--- src/rtl/r4_div_pkg.sv ---
// Shared encodings for the radix-4 SRT divider: quotient digit bit positions,
// converter FSM states and the OTFC append patterns.
package r4_div_pkg;

  localparam int QDIG_NEG2 = 4;
  localparam int QDIG_NEG1 = 3;
  localparam int QDIG_ZERO = 2;
  localparam int QDIG_POS1 = 1;
  localparam int QDIG_POS2 = 0;

  typedef enum logic [1:0] {IDLE, ITER, CORR, DONE} otfc_state_e;

  localparam logic [1:0] APP_10 = 2'b10;
  localparam logic [1:0] APP_01 = 2'b01;
  localparam logic [1:0] APP_00 = 2'b00;
  localparam logic [1:0] APP_11 = 2'b11;

endpackage

--- src/rtl/r4_quo_otfc_if.sv ---
// Handshake bundle between the QDS/remainder datapath, the quotient converter
// and the post-processing stage.
interface r4_quo_otfc_if #(parameter int QUO_W = 56);
  localparam int CNT_W = $clog2(QUO_W/2) + 1;

  logic             start_valid_i;
  logic             start_ready_o;
  logic [CNT_W-1:0] iter_num_i;
  logic             quo_dig_valid_i;
  logic             quo_dig_ready_o;
  logic [4:0]       quo_dig_i;
  logic             rem_sign_i;
  logic             finish_valid_o;
  logic             finish_ready_i;
  logic [QUO_W-1:0] quo_o;
  logic             err_o;

  modport master (
    output start_valid_i, iter_num_i, quo_dig_valid_i, quo_dig_i, rem_sign_i, finish_ready_i,
    input  start_ready_o, quo_dig_ready_o, finish_valid_o, quo_o, err_o
  );

  modport slave (
    input  start_valid_i, iter_num_i, quo_dig_valid_i, quo_dig_i, rem_sign_i, finish_ready_i,
    output start_ready_o, quo_dig_ready_o, finish_valid_o, quo_o, err_o
  );
endinterface

--- src/rtl/r4_otfc_step.sv ---
// One radix-4 on-the-fly conversion step: next Q / QM (=Q-1) for one digit.
// Purely combinational so it can be chained for multi-digit-per-cycle variants.
module r4_otfc_step
  import r4_div_pkg::*;
#(
  parameter int QUO_W = 56
) (
  input  logic [QUO_W-1:0] q,
  input  logic [QUO_W-1:0] qm,
  input  logic [4:0]       dig,
  output logic [QUO_W-1:0] q_nx,
  output logic [QUO_W-1:0] qm_nx,
  output logic             invalid
);

  // Shift left by one digit (top 2 bits drop out) and append a pattern.
  function automatic logic [QUO_W-1:0] app(input logic [QUO_W-1:0] base, input logic [1:0] a);
    return (base << 2) | {{(QUO_W-2){1'b0}}, a};
  endfunction

  always_comb begin
    invalid = 1'b0;
    q_nx    = app(q,  APP_00);
    qm_nx   = app(qm, APP_11);
    if (!$onehot(dig)) begin
      invalid = 1'b1;
    end else if (dig[QDIG_POS2]) begin
      q_nx  = app(q, APP_10);
      qm_nx = app(q, APP_01);
    end else if (dig[QDIG_POS1]) begin
      q_nx  = app(q, APP_01);
      qm_nx = app(q, APP_00);
    end else if (dig[QDIG_NEG1]) begin
      q_nx  = app(qm, APP_11);
      qm_nx = app(qm, APP_10);
    end else if (dig[QDIG_NEG2]) begin
      q_nx  = app(qm, APP_10);
      qm_nx = app(qm, APP_01);
    end
  end

endmodule

--- src/rtl/r4_quo_otfc.sv ---
// Radix-4 quotient OTFC plus iteration controller: accepts N digits, applies
// the remainder-sign correction, and hands the quotient downstream.
module r4_quo_otfc
  import r4_div_pkg::*;
#(
  parameter int QUO_W = 56
) (
  input  logic         clk,
  input  logic         rst_n,
  r4_quo_otfc_if.slave bus
);

  localparam int               CNT_W    = $clog2(QUO_W/2) + 1;
  localparam logic [CNT_W-1:0] FULL_CNT = CNT_W'(QUO_W/2);

  otfc_state_e      state, state_nx;
  logic [QUO_W-1:0] q, qm, q_nx, qm_nx, quo;
  logic [CNT_W-1:0] cnt, cnt_ld;
  logic             err, err_q, dig_inv;
  logic             start_fire, dig_fire;
  logic             start_rdy, dig_rdy, fin_vld;

  assign start_fire = bus.start_valid_i && (state == IDLE);
  assign dig_fire   = bus.quo_dig_valid_i && (state == ITER);
  // Zero or out-of-range counts fall back to a full-width conversion.
  assign cnt_ld     = (bus.iter_num_i == '0 || bus.iter_num_i > FULL_CNT) ? FULL_CNT
                                                                           : bus.iter_num_i;

  r4_otfc_step #(.QUO_W(QUO_W)) u_step (
    .q       (q),
    .qm      (qm),
    .dig     (bus.quo_dig_i),
    .q_nx    (q_nx),
    .qm_nx   (qm_nx),
    .invalid (dig_inv)
  );

  always_comb begin
    state_nx = state;
    case (state)
      IDLE: if (bus.start_valid_i) state_nx = ITER;
      ITER: if (dig_fire && cnt == CNT_W'(1)) state_nx = CORR;
      CORR: state_nx = DONE;
      DONE: if (bus.finish_ready_i) state_nx = IDLE;
      default: state_nx = IDLE;
    endcase
  end

  always_ff @(posedge clk or negedge rst_n) begin
    if (!rst_n) begin
      state     <= IDLE;
      q         <= '0;
      qm        <= '1;
      cnt       <= '0;
      err       <= 1'b0;
      err_q     <= 1'b0;
      quo       <= '0;
      start_rdy <= 1'b1;
      dig_rdy   <= 1'b0;
      fin_vld   <= 1'b0;
    end else begin
      state     <= state_nx;
      // Handshake flags are decoded from the next state so they leave a flop.
      start_rdy <= (state_nx == IDLE);
      dig_rdy   <= (state_nx == ITER);
      fin_vld   <= (state_nx == DONE);
      if (start_fire) begin
        q   <= '0;
        qm  <= '1;
        cnt <= cnt_ld;
        err <= 1'b0;
      end else if (dig_fire) begin
        q   <= q_nx;
        qm  <= qm_nx;
        cnt <= cnt - CNT_W'(1);
        err <= err | dig_inv;
      end
      if (state == CORR) begin
        quo   <= bus.rem_sign_i ? qm : q;
        err_q <= err;
      end
    end
  end

  assign bus.start_ready_o   = start_rdy;
  assign bus.quo_dig_ready_o = dig_rdy;
  assign bus.finish_valid_o  = fin_vld;
  assign bus.quo_o           = quo;
  assign bus.err_o           = err_q;

endmodule

--- src/flat_wrapper.sv ---
// flat-port wrapper written by rule: the top's interface ports become plain ports
module r4_quo_otfc_flat import r4_div_pkg::*;
#(
  parameter int QUO_W = 56
)
  (clk, rst_n, bus_start_valid_i, bus_iter_num_i, bus_quo_dig_valid_i, bus_quo_dig_i, bus_rem_sign_i, bus_finish_ready_i, bus_start_ready_o, bus_quo_dig_ready_o, bus_finish_valid_o, bus_quo_o, bus_err_o);
  r4_quo_otfc_if #(.QUO_W(QUO_W)) bus_i ();
  input  logic clk;
  input  logic rst_n;
  input wire logic [$bits(bus_i.start_valid_i)-1:0] bus_start_valid_i;
  input wire logic [$bits(bus_i.iter_num_i)-1:0] bus_iter_num_i;
  input wire logic [$bits(bus_i.quo_dig_valid_i)-1:0] bus_quo_dig_valid_i;
  input wire logic [$bits(bus_i.quo_dig_i)-1:0] bus_quo_dig_i;
  input wire logic [$bits(bus_i.rem_sign_i)-1:0] bus_rem_sign_i;
  input wire logic [$bits(bus_i.finish_ready_i)-1:0] bus_finish_ready_i;
  output wire logic [$bits(bus_i.start_ready_o)-1:0] bus_start_ready_o;
  output wire logic [$bits(bus_i.quo_dig_ready_o)-1:0] bus_quo_dig_ready_o;
  output wire logic [$bits(bus_i.finish_valid_o)-1:0] bus_finish_valid_o;
  output wire logic [$bits(bus_i.quo_o)-1:0] bus_quo_o;
  output wire logic [$bits(bus_i.err_o)-1:0] bus_err_o;
  assign bus_i.start_valid_i = bus_start_valid_i;
  assign bus_i.iter_num_i = bus_iter_num_i;
  assign bus_i.quo_dig_valid_i = bus_quo_dig_valid_i;
  assign bus_i.quo_dig_i = bus_quo_dig_i;
  assign bus_i.rem_sign_i = bus_rem_sign_i;
  assign bus_i.finish_ready_i = bus_finish_ready_i;
  assign bus_start_ready_o = bus_i.start_ready_o;
  assign bus_quo_dig_ready_o = bus_i.quo_dig_ready_o;
  assign bus_finish_valid_o = bus_i.finish_valid_o;
  assign bus_quo_o = bus_i.quo_o;
  assign bus_err_o = bus_i.err_o;
  r4_quo_otfc #(.QUO_W(QUO_W)) u_core (.clk(clk), .rst_n(rst_n), .bus(bus_i));
endmodule
--- config.mk ---
export PLATFORM = sky130hd
export DESIGN_NAME = r4_quo_otfc_flat
export DESIGN_NICKNAME = d
export VERILOG_FILES = /design/src/rtl/r4_div_pkg.sv /design/src/rtl/r4_quo_otfc_if.sv /design/src/rtl/r4_otfc_step.sv /design/src/rtl/r4_quo_otfc.sv /design/src/flat_wrapper.sv
export SDC_FILE = /design/constraint.sdc
export NUM_CORES = 1
export LEC_CHECK = 0
export ABC_AREA = 1
export CELL_PAD_IN_SITES_DETAIL_PLACEMENT = 1
export CELL_PAD_IN_SITES_GLOBAL_PLACEMENT = 2
export CORE_UTILIZATION = 38
export CTS_BUF_LIST = sky130_fd_sc_hd__clkbuf_4 sky130_fd_sc_hd__clkbuf_8 sky130_fd_sc_hd__clkbuf_16
export DETAILED_ROUTE_END_ITERATION = 6
export PLACE_DENSITY = 0.86
export SLEW_MARGIN = 40
export SYNTH_ARGS = -nofsm -noshare
export SYNTH_HDL_FRONTEND = slang
export SYNTH_HIERARCHICAL = 1
export SYNTH_SLANG_ARGS = --single-unit
--- constraint.sdc ---
create_clock -name clk -period 2 [get_ports clk]
set_input_delay 0.4 -clock clk [delete_from_list [all_inputs] [get_ports clk]]
set_output_delay 0.4 -clock clk [all_outputs]
set_load 0.005 [all_outputs]
Word level (Yosys, flattened, before mapping)
Index checks and enable logic that the tools add are counted.
{"block": "totals", "input_bits": 17, "ff_bits": 181, "wordCells": 57}
{"block": "classes", "n_eq_ne": 7, "order_cmp": 1, "n_reduce_logical": 8, "muxes": 25, "n_bitwise": 1, "add_sub_neg": 5}
{"operator": "56-bit 2-to-1 mux", "count": 13}
{"operator": "6-bit 2-to-1 mux", "count": 3}
{"operator": "2-bit 2-to-1 mux", "count": 5}
{"operator": "2-bit case mux with 4 select lines", "count": 1}
{"operator": "2-bit == test (second input constant)", "count": 3}
{"operator": "6-bit by 1-bit == test with 1-bit output (second input constant)", "count": 1}
{"operator": "6-bit by 5-bit greater-than comparator with 1-bit output (second input constant)", "count": 1}
{"operator": "6-bit logical NOT", "count": 1}
{"operator": "6-bit by 1-bit subtractor with 6-bit output (second input constant)", "count": 1}
{"operator": "1-bit by 1-bit adder with 2-bit output", "count": 2}
{"operator": "2-bit by 1-bit == test with 1-bit output (second input constant)", "count": 2}
{"operator": "2-bit logical NOT", "count": 2}
{"operator": "2-bit by 2-bit adder with 3-bit output", "count": 1}
{"operator": "3-bit by 1-bit adder with 3-bit output", "count": 1}
{"operator": "3-bit by 1-bit == test with 1-bit output (second input constant)", "count": 1}
{"operator": "1-bit logical AND", "count": 3}
{"operator": "1-bit 2-to-1 mux", "count": 3}
{"operator": "2-bit nonzero test", "count": 1}
{"operator": "1-bit logical OR", "count": 1}
{"operator": "1-bit bitwise OR", "count": 1}

Logic depth before layout (Yosys ltp)
Gate-level depths: netlist of run 1.
{"block": "depth", "word_depth": 8, "depth_mapped": 13}

Cells and area by module
Netlist of run 1, hierarchy kept.
{"mod": "r4_quo_otfc", "area_per_inst_um2": 7474.7, "instances": 1, "seq_area_each_um2": 4600.7, "cells_per_inst": 761}
{"mod": "r4_otfc_step", "area_per_inst_um2": 2188.3, "instances": 1, "seq_area_each_um2": 0.0, "cells_per_inst": 436}

Worst setup path before layout of run 1
Ideal clock, no wire load.
{"block": "synth_path", "kind": "input to register", "from": "input bus_quo_dig_i[0]", "to": "register u_core.qm[54]", "path_stages": 13, "path_buffers": 1, "arrival_ns": 2.463, "setup_slack_ns": -0.542, "setup_time_ns": 0.080, "required_time_ns": 1.920, "cell_sequence": "inv_1 > fa_1 > fa_1 > inv_1 > ha_1 > nor2_4 > nand2_2 > inv_2 > nand2_2 > buf_2 > nand2_1 > nand2_1 > o22a_1"}
{"block": "synth_between", "elab_chain_len": 7}
{"item": "from (decl)", "line": "flat_wrapper.sv:13", "text": "input wire logic [$bits(bus_i.quo_dig_i)-1:0] bus_quo_dig_i;"}
{"item": "1-bit by 1-bit adder with 2-bit output (not written as such)", "line": "r4_otfc_step.sv:25", "text": "if (!$onehot(dig)) begin"}
{"item": "2-bit by 2-bit adder with 3-bit output (not written as such)", "line": "r4_otfc_step.sv:25"}
{"item": "3-bit by 1-bit adder with 3-bit output (not written as such)", "line": "r4_otfc_step.sv:25"}
{"item": "3-bit by 1-bit == test with 1-bit output", "line": "r4_otfc_step.sv:25"}
{"item": "56-bit 2-to-1 mux (*)", "line": "r4_otfc_step.sv:25"}
{"item": "net u_core.qm_nx[54]", "line": "r4_quo_otfc.sv:17", "text": "logic [QUO_W-1:0] q, qm, q_nx, qm_nx, quo;"}
{"item": "56-bit 2-to-1 mux (*)", "line": "r4_quo_otfc.sv:72", "text": "end else if (dig_fire) begin"}
{"item": "56-bit 2-to-1 mux (*)", "line": "r4_quo_otfc.sv:67", "text": "if (start_fire) begin"}
{"item": "to (signal assigned)", "line": "r4_quo_otfc.sv:74", "text": "qm <= qm_nx;"}
{"item": "to (decl)", "line": "r4_quo_otfc.sv:17"}
The timed path passes the listed nets; every way through them passes the cells marked *. The select of a mux whose other input is x is not followed.
A chain may end at the register's enable or synchronous reset.

Worst setup path in the final report of run 1
{"block": "layout_path", "from": "input bus_quo_dig_i[0]", "to": "register u_core.qm[30]"}
Same word-level chain as after synthesis.

==> reports/results.txt, run 1 <==
First-pass detailed-route iteration total: 5. The upper clock frequency limit was 0.4310 GHz; the final sum of negative setup slack was -29.21 ns. For the worst flop-to-flop path, the logic depth is 6.

The die area is 26070 µm², and the number of enable flip-flop cells after synthesis is 0. The number of antenna repair diodes is 0, and the final net count is 1311. Before CTS, the worst setup slack after placement is -1.195 ns.

After detailed placement, the total cell area comes to 10910 µm². For the finished layout, the period the worst path requires is 2.320 ns. The post-synthesis async set-or-reset flop share is 100.0%.

Pin placement for this block handled 77 I/O pins. The final reports fail on setup timing. Wires add up to 31.59 mm. Setup repair after global routing could not meet its margin everywhere. The root buffer cell chosen for the clock tree is sky130_fd_sc_hd__clkbuf_16.

The initial utilization of the core area, before any placement, comes to 39.27%. Global-route wire length before repair: 48.68 mm. The ratio of cells with drive above 1 in the final layout came out at 22.20%. Sorting the synthesized cells by area gives the leading types as sky130_fd_sc_hd__dfrtp_1 (32%), sky130_fd_sc_hd__dfstp_2 (15%), sky130_fd_sc_hd__nand2_1 (11%).

The static leakage power came out at 5.464 nW. For the switching power summed over all nets, the log shows 6.704 mW. The worst setup path is captured at a flop.

In the final layout, the multi-input gates occupy 4398 µm². In this run the tool buffered the top-level ports with 76 buffer cells. The total setup violations reported at the end of the flow was 111; the number of remaining DRC errors was 0. The sort of element at the start of the critical path is an input pin. Entering global routing, the biggest net connects 58 pins.

Detailed placement finished with a half-perimeter wire length of 16.78 mm. The fraction of the cycle the final worst path needs works out to 116.0%. After filler insertion, the fill cell instance count of the layout stands at 2874. In this run the mean area of a mapped cell was 8.073 µm². The run gives 24600 µm² as the core footprint.

The flow ran to the end, but the final reports show violations. Synthesis produced a netlist whose cell count is 1197. The run gives 1219 as the net count of the mapped netlist.

The portion of total power attributed to sequential cells was 40.4%; the standard-cell row count was 57. Dominant register cell in the synthesized netlist: sky130_fd_sc_hd__dfrtp_1. Cell area after technology mapping: 9663 µm². The final cell area excluding filler cells came out at 12660 µm². The chip width came out at 161.5 µm. The measured slew at the worst slew-check pin was 0.3393 ns; the relative slew slack was 77.30%. The number of clock buffers added by TritonCTS is 17. The highest fanout seen on the critical path is 6. STA puts the critical path data required time at 2.36 ns.

The worst setup path is of the in -> reg kind. The number of nets with antenna violations after routing is 0, and the clock sink count is 181. The worst setup margin came out at -0.3204 ns. The start of the worst register-to-register path was u_core/state[1]. The internal reg-to-reg setup slack came out at 0.29 ns. The internal portion of total power was 11.13 mW. Synthesis inferred 181 register bits. Dominant cell by count in the synthesized netlist: sky130_fd_sc_hd__nand2_1. Using the TritonRoute via totals, the vias-per-cell ratio works out to 5.349. The run gives 0 as the count of final max-slew check failures. Count of endpoints failing hold in the final timing report: 0. Across every metal layer, demand over resource in global routing totals 23.74%. The congestion estimate from routability-driven global placement came to 0.7663. From bottom edge to top edge, the die measures 161.5 µm. The tools report the reg-to-reg endpoint as u_core/bus.quo_o[51].

In the final layout, flip-flops and latches occupy 4601 µm². After clock tree synthesis, the clock-pin slew on the worst setup and hold paths is 0.07 ns. The area growth from synthesis to layout is 30.98%. TritonCTS built the clock tree.

Summing over every cut layer, the via total after detailed routing is 8697. Of the total power, the share spent switching nets is 37.58%. Sorting the synthesized cells by how often they occur yields sky130_fd_sc_hd__nand2_1 (289), sky130_fd_sc_hd__inv_1 (135), sky130_fd_sc_hd__nor2_1 (127), sky130_fd_sc_hd__dfrtp_1 (124), sky130_fd_sc_hd__o21ai_0 (95). The share of the Yosys chip area taken by registers is 47.61%. The tools report the data arrival time of the critical path as 2.68 ns.

The number of antenna violations at the first check in global routing was 0; the global route total overflow was 0. The number of global-route vias before repair was 8927. VDD sags by at most 0.7063 mV. The tools report the number of warnings printed during yosys synthesis as 6. Counting along the longest clock path gives a buffer depth of 2.

The routed length per placed instance is 19.42 µm, and the violation count after the first detailed-routing iteration is 603. Summed over all instances, the cell type with the most area after synthesis is sky130_fd_sc_hd__dfrtp_1. For the unique cell type count in the Yosys netlist, the log shows 29. Across the run, the number of max-cap violations was 0.

In this run, the combinational gates consume 40.6% of the power. The clock group share of total power was 19.1%. Between clock sinks in the finished design, the worst skew comes to 0.01902 ns.

Of the post-synthesis cell area, the dominant cell type holds 32.11%. The H-tree was split into 4 levels. The tightest min-delay check is of the in -> async type. In this run the power density over the cells is 1409 nW/µm². The tools report the insertion delay of the later-clocked pin in the worst-skew pair as 0.44 ns.
per-layer routing:
layer,up-vias,share of wire (%),track usage [%]
met1,4373,45,31.72
met4,0,2.1,5.832
met2,221,49,40.11
li1,4058,-,-
met3,45,4.3,3.801
met5,-,0,0
worst max-delay path, stage by stage:
cell and delay, ns:
sky130_fd_sc_hd__buf_8 0.07, sky130_fd_sc_hd__clkinvlp_4 0.08, sky130_fd_sc_hd__fa_1 0.46, sky130_fd_sc_hd__fa_2 0.35
sky130_fd_sc_hd__inv_2 0.07, sky130_fd_sc_hd__ha_4 0.20, sky130_fd_sc_hd__nor2_4 0.12, sky130_fd_sc_hd__buf_6 0.11
sky130_fd_sc_hd__nand2_4 0.06, sky130_fd_sc_hd__clkinv_8 0.09, sky130_fd_sc_hd__nand2_8 0.11, sky130_fd_sc_hd__buf_12 0.17
sky130_fd_sc_hd__nand2_1 0.09, sky130_fd_sc_hd__nand2_1 0.07, sky130_fd_sc_hd__o22a_1 0.20
layout by cell type (no fill, tap or decap), types with 2 or more instances in the layout:
cell type,instances
sky130_fd_sc_hd__nand2_8,2
sky130_fd_sc_hd__o21ai_2,7
sky130_fd_sc_hd__o21bai_2,11
sky130_fd_sc_hd__nor2_4,5
sky130_fd_sc_hd__inv_6,7
sky130_fd_sc_hd__o21ai_1,46
sky130_fd_sc_hd__ha_1,2
sky130_fd_sc_hd__buf_8,2
sky130_fd_sc_hd__buf_4,21
sky130_fd_sc_hd__dfrtp_1,124
sky130_fd_sc_hd__buf_6,7
sky130_fd_sc_hd__inv_1,131
sky130_fd_sc_hd__nand4_1,6
sky130_fd_sc_hd__inv_2,3
sky130_fd_sc_hd__o22a_1,56
sky130_fd_sc_hd__o21bai_1,37
sky130_fd_sc_hd__buf_12,33
sky130_fd_sc_hd__nor2_1,127
sky130_fd_sc_hd__a21oi_1,62
sky130_fd_sc_hd__nand3_1,64
sky130_fd_sc_hd__nand2_4,16
sky130_fd_sc_hd__o21ai_0,62
sky130_fd_sc_hd__clkinvlp_4,4
sky130_fd_sc_hd__nand3_2,3
sky130_fd_sc_hd__clkbuf_8,2
sky130_fd_sc_hd__buf_16,9
sky130_fd_sc_hd__o21bai_4,6
sky130_fd_sc_hd__nand2_1,221
sky130_fd_sc_hd__nand2_2,55
sky130_fd_sc_hd__dfstp_2,57
sky130_fd_sc_hd__clkbuf_16,26
sky130_fd_sc_hd__clkdlybuf4s50_1,71
metrics by stage:
| stage | instances | power [mW] | util [%] | hold slack (ns) |
|---|---|---|---|---|
| 6_report | 1626 | 17.84 | 51.44 | 0.4313 |
| 3_3_place_gp | 1560 | 13.18 | 44.34 | 0.3246 |
| 3_5_place_dp | 1560 | 13.41 | 44.34 | 0.3267 |
| 4_1_cts | 1616 | 17.36 | 49.59 | 0.4233 |
| 2_1_floorplan | 1197 | 10.77 | - | 0.1044 |
| 5_1_grt | 1626 | 18.99 | 51.44 | 0.4302 |
cell families after synthesis:
logic type | synth area share [%]
flops | 47.61
fa+ha+maj | 0.8029
buf+inv | 11.37
compound gates | 19.10
simple gates | 21.12
flip-flops by register name, summed over array words and instances, names as in the netlist:
register	count
u_core/q	56
u_core/qm	56
u_core/bus.quo_dig_ready_o	1
u_core/bus.err_o	1
u_core/cnt	6
u_core/err	1
u_core/bus.start_ready_o	1
u_core/bus.finish_valid_o	1
u_core/bus.quo_o	56
u_core/state	2
worst max-delay path by stage:
stage	startpoint	to	slack (ns)	cells after the start
finish	bus_quo_dig_i[0]	u_core/qm[30]	-0.32	15
global route	bus_quo_dig_i[0]	u_core/q[45]	-0.43	16
CTS	bus_quo_dig_i[0]	u_core/q[10]	-0.41	14
detailed placement	bus_quo_dig_i[0]	u_core/qm[0]	-1.20	12
global placement	bus_quo_dig_i[0]	u_core/qm[0]	-1.14	12
floorplan	bus_quo_dig_i[0]	u_core/q[37]	-0.44	13
power groups by stage:
stage	registers [mW]	clock network (mW)	logic, mW
2_1_floorplan	6.76	0	4.01
3_3_place_gp	7.04	0	6.14
3_5_place_dp	7.09	0	6.32
4_1_cts	7.11	3.49	6.77
5_1_grt	7.43	3.62	7.94
6_report	7.20	3.41	7.23
area by class of cell:
cell class / instances / area share [%]
well taps: 324 / 3.203
multi-input cells: 797 / 34.75
clock inverters: 13 / 1.058
flip-flops and latches: 181 / 36.35
repair buffers: 155 / 16.90
clock buffers: 19 / 3.529
inverters: 137 / 4.211
timing repair:
| action | in CTS | in global routing |
|---|---|---|
| resized for setup | 101 | 92 |
| endpoints found under the setup margin | 113 | 113 |
| buffers inserted | 12 | 5 |
| hold buffers | 1 | 0 |
| endpoints found under the hold margin | 17 | 0 |
| pin swaps | 9 | 34 |
| gates cloned | 12 | 10 |
(Power assumes the default switching activity.)
==> inputs of run 2 (changes only) <==
Settings changed: CTS_CLUSTER_DIAMETER set to 60.
==> results of run 2 <==
No change in the layout: final DEF, timing and power equal those of run 1.
